### src/rtl/cpu_pkg.sv
// Shared constants for the 8-bit accumulator CPU: bus sources, ALU modes, opcodes
// and the packed control-strobe bundle produced by the decoder.
package cpu_pkg;

  localparam logic [2:0] BusX   = 3'd0;
  localparam logic [2:0] BusAr  = 3'd1;
  localparam logic [2:0] BusPc  = 3'd2;
  localparam logic [2:0] BusDr  = 3'd3;
  localparam logic [2:0] BusAc  = 3'd4;
  localparam logic [2:0] BusIr  = 3'd5;
  localparam logic [2:0] BusTr  = 3'd6;
  localparam logic [2:0] BusMem = 3'd7;

  localparam logic [2:0] AluPass = 3'd0;
  localparam logic [2:0] AluAdd  = 3'd1;
  localparam logic [2:0] AluAnd  = 3'd2;
  localparam logic [2:0] AluOr   = 3'd3;
  localparam logic [2:0] AluXor  = 3'd4;
  localparam logic [2:0] AluNot  = 3'd5;
  localparam logic [2:0] AluShl  = 3'd6;
  localparam logic [2:0] AluShr  = 3'd7;

  localparam logic [3:0] OpLda = 4'h0;
  localparam logic [3:0] OpAdd = 4'h1;
  localparam logic [3:0] OpAnd = 4'h2;
  localparam logic [3:0] OpOr  = 4'h3;
  localparam logic [3:0] OpXor = 4'h4;
  localparam logic [3:0] OpSta = 4'h5;
  localparam logic [3:0] OpJmp = 4'h6;
  localparam logic [3:0] OpNot = 4'h7;
  localparam logic [3:0] OpShl = 4'h8;
  localparam logic [3:0] OpShr = 4'h9;
  localparam logic [3:0] OpCla = 4'hA;
  localparam logic [3:0] OpInc = 4'hB;
  localparam logic [3:0] OpIsz = 4'hC;
  localparam logic [3:0] OpLdx = 4'hD;

  typedef struct packed {
    logic       load_ar;
    logic       load_pc;
    logic       load_dr;
    logic       load_ac;
    logic       load_ir;
    logic       load_tr;
    logic       clear_ar;
    logic       clear_pc;
    logic       clear_dr;
    logic       clear_ac;
    logic       clear_tr;
    logic       inc_ar;
    logic       inc_pc;
    logic       inc_dr;
    logic       inc_ac;
    logic       inc_tr;
    logic       seq_reset;
    logic       mem_read;
    logic       mem_write;
    logic [2:0] bus_sel;
    logic [2:0] alu_mode;
    logic       alu_enable;
  } ctrl_t;

  // Index of the lowest set bit; callers qualify with |t for the all-zero case.
  function automatic logic [2:0] lowest_step(input logic [7:0] t);
    logic [2:0] step;
    step = 3'd0;
    for (int i = 7; i >= 0; i--) begin
      if (t[i]) step = 3'(i);
    end
    return step;
  endfunction

  function automatic logic [2:0] op_mode(input logic [3:0] op);
    logic [2:0] mode;
    case (op)
      OpAdd:   mode = AluAdd;
      OpAnd:   mode = AluAnd;
      OpOr:    mode = AluOr;
      OpXor:   mode = AluXor;
      OpNot:   mode = AluNot;
      OpShl:   mode = AluShl;
      OpShr:   mode = AluShr;
      default: mode = AluPass;
    endcase
    return mode;
  endfunction

endpackage

### src/rtl/alu8.sv
// Combinational 8-bit ALU; next_e_o carries the new link flag for ADD/SHL/SHR and
// echoes e_i for every other mode.
module alu8
  import cpu_pkg::*;
(
  input  logic [2:0] mode_i,
  input  logic [7:0] ac_i,
  input  logic [7:0] dr_i,
  input  logic       e_i,
  output logic [7:0] result_o,
  output logic       next_e_o
);

  always_comb begin
    result_o = dr_i;
    next_e_o = e_i;
    unique case (mode_i)
      AluPass: result_o = dr_i;
      AluAdd:  {next_e_o, result_o} = {1'b0, ac_i} + {1'b0, dr_i};
      AluAnd:  result_o = ac_i & dr_i;
      AluOr:   result_o = ac_i | dr_i;
      AluXor:  result_o = ac_i ^ dr_i;
      AluNot:  result_o = ~ac_i;
      AluShl: begin
        result_o = {ac_i[6:0], 1'b0};
        next_e_o = ac_i[7];
      end
      AluShr: begin
        result_o = {1'b0, ac_i[7:1]};
        next_e_o = ac_i[0];
      end
    endcase
  end

endmodule

### src/rtl/cpu_control_datapath.sv
// Control unit, system bus multiplexer and ALU of the 8-bit accumulator CPU, with the
// registered link flag E.
module cpu_control_datapath
  import cpu_pkg::*;
(
  input  logic       clk,
  input  logic       reset,
  input  logic [7:0] T,
  input  logic [7:0] IR,
  input  logic [7:0] DR,
  input  logic [7:0] AC,
  input  logic [7:0] TR,
  input  logic [7:0] X_DATA,
  input  logic [7:0] MEM_DATA,
  input  logic [3:0] AR,
  input  logic [3:0] PC,
  output logic       load_AR,
  output logic       load_PC,
  output logic       load_DR,
  output logic       load_AC,
  output logic       load_IR,
  output logic       load_TR,
  output logic       clear_AR,
  output logic       clear_PC,
  output logic       clear_DR,
  output logic       clear_AC,
  output logic       clear_TR,
  output logic       inc_AR,
  output logic       inc_PC,
  output logic       inc_DR,
  output logic       inc_AC,
  output logic       inc_TR,
  output logic       seq_counter_RESET,
  output logic       memory_read,
  output logic       memory_write,
  output logic [2:0] bus_sel,
  output logic [7:0] bus_out,
  output logic [2:0] alu_mode,
  output logic       alu_enable,
  output logic [7:0] alu_result,
  output logic       E
);

  ctrl_t      ctrl;
  logic [2:0] step;
  logic [3:0] opcode;
  logic [7:0] alu_out;
  logic       alu_next_e;
  logic       e_q;

  assign step   = lowest_step(T);
  assign opcode = IR[7:4];

  // Every step resets the sequence counter unless it explicitly continues.
  always_comb begin
    ctrl           = '0;
    ctrl.seq_reset = 1'b1;
    if (reset) begin
      ctrl.clear_ar = 1'b1;
      ctrl.clear_pc = 1'b1;
      ctrl.clear_dr = 1'b1;
      ctrl.clear_ac = 1'b1;
      ctrl.clear_tr = 1'b1;
    end else if (|T) begin
      unique case (step)
        3'd0: begin
          ctrl.bus_sel   = BusPc;
          ctrl.load_ar   = 1'b1;
          ctrl.seq_reset = 1'b0;
        end
        3'd1: begin
          ctrl.mem_read  = 1'b1;
          ctrl.bus_sel   = BusMem;
          ctrl.load_ir   = 1'b1;
          ctrl.inc_pc    = 1'b1;
          ctrl.seq_reset = 1'b0;
        end
        3'd2: begin
          ctrl.bus_sel   = BusIr;
          ctrl.load_ar   = 1'b1;
          ctrl.seq_reset = 1'b0;
        end
        3'd3: begin
          case (opcode)
            OpLda, OpAdd, OpAnd, OpOr, OpXor, OpIsz: begin
              ctrl.mem_read  = 1'b1;
              ctrl.bus_sel   = BusMem;
              ctrl.load_dr   = 1'b1;
              ctrl.seq_reset = 1'b0;
            end
            OpSta: begin
              ctrl.bus_sel   = BusAc;
              ctrl.mem_write = 1'b1;
            end
            OpJmp: begin
              ctrl.bus_sel = BusAr;
              ctrl.load_pc = 1'b1;
            end
            OpNot, OpShl, OpShr: begin
              ctrl.alu_enable = 1'b1;
              ctrl.alu_mode   = op_mode(opcode);
              ctrl.load_ac    = 1'b1;
            end
            OpCla: ctrl.clear_ac = 1'b1;
            OpInc: ctrl.inc_ac = 1'b1;
            OpLdx: begin
              ctrl.bus_sel   = BusX;
              ctrl.load_dr   = 1'b1;
              ctrl.seq_reset = 1'b0;
            end
            default: ;
          endcase
        end
        3'd4: begin
          case (opcode)
            OpLda, OpLdx, OpAdd, OpAnd, OpOr, OpXor: begin
              ctrl.alu_enable = 1'b1;
              ctrl.alu_mode   = op_mode(opcode);
              ctrl.load_ac    = 1'b1;
            end
            OpIsz: begin
              ctrl.inc_dr    = 1'b1;
              ctrl.seq_reset = 1'b0;
            end
            default: ;
          endcase
        end
        3'd5: begin
          if (opcode == OpIsz) begin
            ctrl.bus_sel   = BusDr;
            ctrl.mem_write = 1'b1;
            ctrl.inc_pc    = (DR == 8'h00);
          end
        end
        default: ;
      endcase
    end
  end

  always_comb begin
    bus_out = X_DATA;
    unique case (ctrl.bus_sel)
      BusX:   bus_out = X_DATA;
      BusAr:  bus_out = {4'b0000, AR};
      BusPc:  bus_out = {4'b0000, PC};
      BusDr:  bus_out = DR;
      BusAc:  bus_out = AC;
      BusIr:  bus_out = IR;
      BusTr:  bus_out = TR;
      BusMem: bus_out = MEM_DATA;
    endcase
  end

  alu8 u_alu (
    .mode_i   (ctrl.alu_mode),
    .ac_i     (AC),
    .dr_i     (DR),
    .e_i      (e_q),
    .result_o (alu_out),
    .next_e_o (alu_next_e)
  );

  // The ALU echoes e_q for modes that do not own the flag, so only the load gate matters.
  always_ff @(posedge clk) begin
    if (reset) begin
      e_q <= 1'b0;
    end else if (ctrl.load_ac && ctrl.alu_enable) begin
      e_q <= alu_next_e;
    end
  end

  assign load_AR           = ctrl.load_ar;
  assign load_PC           = ctrl.load_pc;
  assign load_DR           = ctrl.load_dr;
  assign load_AC           = ctrl.load_ac;
  assign load_IR           = ctrl.load_ir;
  assign load_TR           = ctrl.load_tr;
  assign clear_AR          = ctrl.clear_ar;
  assign clear_PC          = ctrl.clear_pc;
  assign clear_DR          = ctrl.clear_dr;
  assign clear_AC          = ctrl.clear_ac;
  assign clear_TR          = ctrl.clear_tr;
  assign inc_AR            = ctrl.inc_ar;
  assign inc_PC            = ctrl.inc_pc;
  assign inc_DR            = ctrl.inc_dr;
  assign inc_AC            = ctrl.inc_ac;
  assign inc_TR            = ctrl.inc_tr;
  assign seq_counter_RESET = ctrl.seq_reset;
  assign memory_read       = ctrl.mem_read;
  assign memory_write      = ctrl.mem_write;
  assign bus_sel           = ctrl.bus_sel;
  assign alu_mode          = ctrl.alu_mode;
  assign alu_enable        = ctrl.alu_enable;
  assign alu_result        = ctrl.alu_enable ? alu_out : AC;
  assign E                 = e_q;

endmodule

### config.mk
export PLATFORM = sky130hd
export DESIGN_NAME = cpu_control_datapath
export DESIGN_NICKNAME = d
export VERILOG_FILES = /design/src/rtl/cpu_pkg.sv /design/src/rtl/alu8.sv /design/src/rtl/cpu_control_datapath.sv
export SDC_FILE = /design/constraint.sdc
export NUM_CORES = 1
export LEC_CHECK = 0
export CAP_MARGIN = 20
export CORE_MARGIN = 1
export CORE_UTILIZATION = 30
export CTS_CLUSTER_DIAMETER = 40
export DETAILED_ROUTE_END_ITERATION = 8
export GPL_TIMING_DRIVEN = 0
export PLACE_DENSITY_LB_ADDON = 0.08
export REMOVE_ABC_BUFFERS = 1
export SETUP_SLACK_MARGIN = 0.15
export SLEW_MARGIN = 20
export SYNTH_ARGS = -nofsm -noshare
export SYNTH_HDL_FRONTEND = slang
export SYNTH_SLANG_ARGS = --single-unit
### constraint.sdc
create_clock -name clk -period 10.15 [get_ports clk]
set_clock_uncertainty 0.2 [all_clocks]
set_input_delay 3.045 -clock clk [delete_from_list [all_inputs] [get_ports clk]]
set_output_delay 3.045 -clock clk [all_outputs]
set_load 0.005 [all_outputs]
==> metrics.csv <==
stage,metric,value,unit
layout,Register Area,20.0,sq um
timing,fin crit share,0.956,
timing,Setup Viol. Count Final,0,
route,Final ANT Viol Nets,0,
synthesis,Post-synth EDFFs,0,
floorplan,Top-Level Pins,109,
timing,final hold vios,0,
synthesis,top_reg_cell synth,dfxtp_1,
layout,"most common cell after layout, fill and taps aside",clkdlybuf4s50_1,
layout,layout overhead on the synthesized area,41.4,%
worst_setup_path,R2R Path End,E$_SDFFE_PP0P_,
synthesis,cell taking the most area after synthesis,nor2_1,
worst_setup_path,critical-path cell list,clkdlybuf4s50_1 -> clkinvlp_4 -> nand3_1 -> o311ai_1 -> o21ai_2 -> clkinvlp_4 -> nand3_1 -> o22ai_1 -> a31oi_1 -> clkdlybuf4s50_1,
worst_setup_path,Worst path max stage delay,0.82,ns
power_and_ir_drop,P_leak,1.29,nW
place,Port Buffers,97,
worst_setup_path,"Buf+Inv Stages, Crit Path",4,
worst_setup_path,CP Launch Type,input pin,
clock_tree,clk slew on worst S/H paths,0,ns
power_and_ir_drop,Power per Cell Area,41.1,nW/um^2
synthesis,ys async rst share,0,
synthesis,YS warnings,0,
worst_setup_path,R2R Setup Slk,9.28,ns
floorplan,Die Footprint,8170,sq um
worst_setup_path,R2R cell count,2,
hold_path,hold endpoint,E$_SDFFE_PP0P_,
route,WL/cell,16.9,microns
timing,Slew HR,0.368,
worst_setup_path,Worst Path Arrival,6.46,ns
synthesis,largest cells by area after synthesis,"nor2_1 (8.6%), ha_1 (8.5%), mux2i_1 (6.0%), a21oi_1 (5.8%), inv_1 (4.6%)",
timing,setup TNS,0,ns
route,Post-Route WL,9.14,mm
power_and_ir_drop,VDD IR max,0.0173,mV
power_and_ir_drop,total power,0.136,mW
layout,"commonest non-fill, non-tap cells in the layout","clkdlybuf4s50_1 (97), nor2_1 (54), inv_1 (28)",
synthesis,synthesized cell area,2340,sq um
hold_path,worst hold start,E$_SDFFE_PP0P_,
worst_setup_path,crit path max fanout,13,
floorplan,Die Y,90.4,microns
timing,RSZ-0062 raised after global routing,no,
clock_tree,number of buffers inserted by hold repair at cts,0,
worst_setup_path,CP Class,in2out,
floorplan,Initial Util,0.316,
place,post-DP HPWL,7.11,mm
synthesis,area share of the largest cell type after synthesis,0.0865,
timing,clock period minus worst slack,9.71,ns
grt,number of global-route vias before repair,2794,
timing,worst-margin pin slew,0.938,ns
worst_setup_path,CP Capture Type,output pin,
timing,fmax,0.103,GHz
worst_setup_path,Worst EP required,6.91,ns
route,vias,3087,
route,DRC,0,
synthesis,syn avg cell area,6.35,sq um
layout,Fillers,764,
layout,NumNets Final,527,
synthesis,Synth cell types,73,
hold_path,hold path cells,2,
place,GPL Wtd Cong,0.904,
worst_setup_path,CP max stage cell,clkdlybuf4s50_1,
place,dpl ws,0.365,ns
timing,worst hold slack,0.358,ns
place,Placed Area,3280,sq um
floorplan,row count,31,
grt,global-route wire length before repair,14.6,mm
grt,total track usage,0.216,
synthesis,"flops & latches, synth",1,
layout,Largest register FFs,1,
grt,largest net degree at the start of global routing,29,
grt,total gr overflow,0,
layout,"Non-Filler Cell Area, Final",3310,sq um
floorplan,Die W,90.4,microns
timing,Worst Slack Setup Final,0.442,ns
worst_setup_path,worst r2r src,E$_SDFFE_PP0P_,
hold_path,Min-Delay Path Class,reg2reg,
route,drt pass-1 iters,5,
timing,number of max-slew violations in the final report,0,
layout,Multi-input gate area,2050,sq um
clock_tree,"Clk Latency, worst-skew pair",0,ns
route,Vias per Instance,5.71,
layout,layout cell share with drive strength beyond 1,0.0611,
route,DRT iter0 DRCs,169,
status,status,finished clean,
grt,antenna violations before repair,0,
floorplan,Core ar.,7410,sq um
synthesis,sequential area share after synthesis,0.00854,
layout,Ant. Diodes,0,
flow_run,MaxCap Viol Count,0,
worst_setup_path,crit-path leading delay family,buffers and inverters,
synthesis,cell count after synthesis,369,
what timing repair did:
action	in CTS	in global routing
endpoints found under the hold margin	0	0
setup endpoints to repair	0	6
setup buffers	0	4
gates resized for setup	0	2
worst reg2reg max path, delay by kind of cell, from the launching register on:
| kind | cells | cell delay, ns |
|---|---|---|
| AOI/OAI and AO/OA | 2 | 0.23 |
| DFF | 1 | 0.29 |
metrics by stage:
| step | utilization | std cells |
|---|---|---|
| detailed placement | 0.442 | 537 |
| CTS | 0.442 | 537 |
| finish | 0.447 | 541 |
| global route | 0.447 | 541 |
| floorplan | - | 341 |
| global placement | 0.442 | 537 |
where the power goes:
| group | switching, mW | leakage, nW | internal, mW |
|---|---|---|---|
| clock network | 0 | 0 | 0 |
| registers | 0.00000474 | 0.00805 | 0.00402 |
| logic | 0.0660 | 1.28 | 0.0660 |
| total | 0.0660 | 1.29 | 0.0701 |
worst max path at each step:
stage	startpoint	to	slack, ns	depth (start not counted)
2_1_floorplan	T[2]	bus_out[0]	1.81	7
3_5_place_dp	T[3]	alu_result[7]	0.36	10
3_3_place_gp	IR[5]	alu_result[2]	0.19	9
4_1_cts	IR[4]	alu_result[1]	0.33	10
5_1_grt	IR[4]	alu_result[3]	0.17	10
6_report	IR[4]	alu_result[1]	0.44	10
logic make-up after synthesis:
family | count (synthesis) | share of synthesized area
and+or+nand+nor | 140 | 0.304
adders and majority gates | 17 | 0.0940
buffers and inverters | 60 | 0.120
other | 1 | 0.00160
AOI/OAI and AO/OA | 130 | 0.390
muxes | 14 | 0.0598
DFF | 1 | 0.00854
xor gates and xnor gates | 6 | 0.0224
cell usage after synthesis, drive strengths merged, types with 3 or more instances:
library cell   n
a2111oi        3
a211oi         4
a21o           7
a21oi         28
a31o           3
a31oi          3
and3           4
buf           21
clkbuf         9
ha            16
inv           29
mux2i         14
nand2         27
nand3         10
nor2          55
nor2b          5
nor3          15
nor4           6
o21ai         23
o221ai        11
o22a           4
o22ai         14
o31ai          4
o32a           4
o32ai          3
or3b           3
xnor2          3
xor2           3
per-layer routing:
| layer | part of all wire | wire [microns] | up-vias | global-route usage |
|---|---|---|---|---|
| met5 | 0 | 0 | - | 0 |
| met4 | 0.0085 | 78 | 0 | 0.0228 |
| met3 | 0.054 | 498 | 8 | 0.0101 |
| met2 | 0.47 | 4250 | 125 | 0.366 |
| met1 | 0.47 | 4310 | 1441 | 0.310 |
| li1 | - | - | 1513 | - |
cell type report:
type,count,area share
multi-input cells,310,0.618
flip-flops and latches,1,0.00604
inverters,30,0.0362
repair buffers,101,0.302
well taps,99,0.0374
No activity file was read; power rests on OpenSTA's default activity.
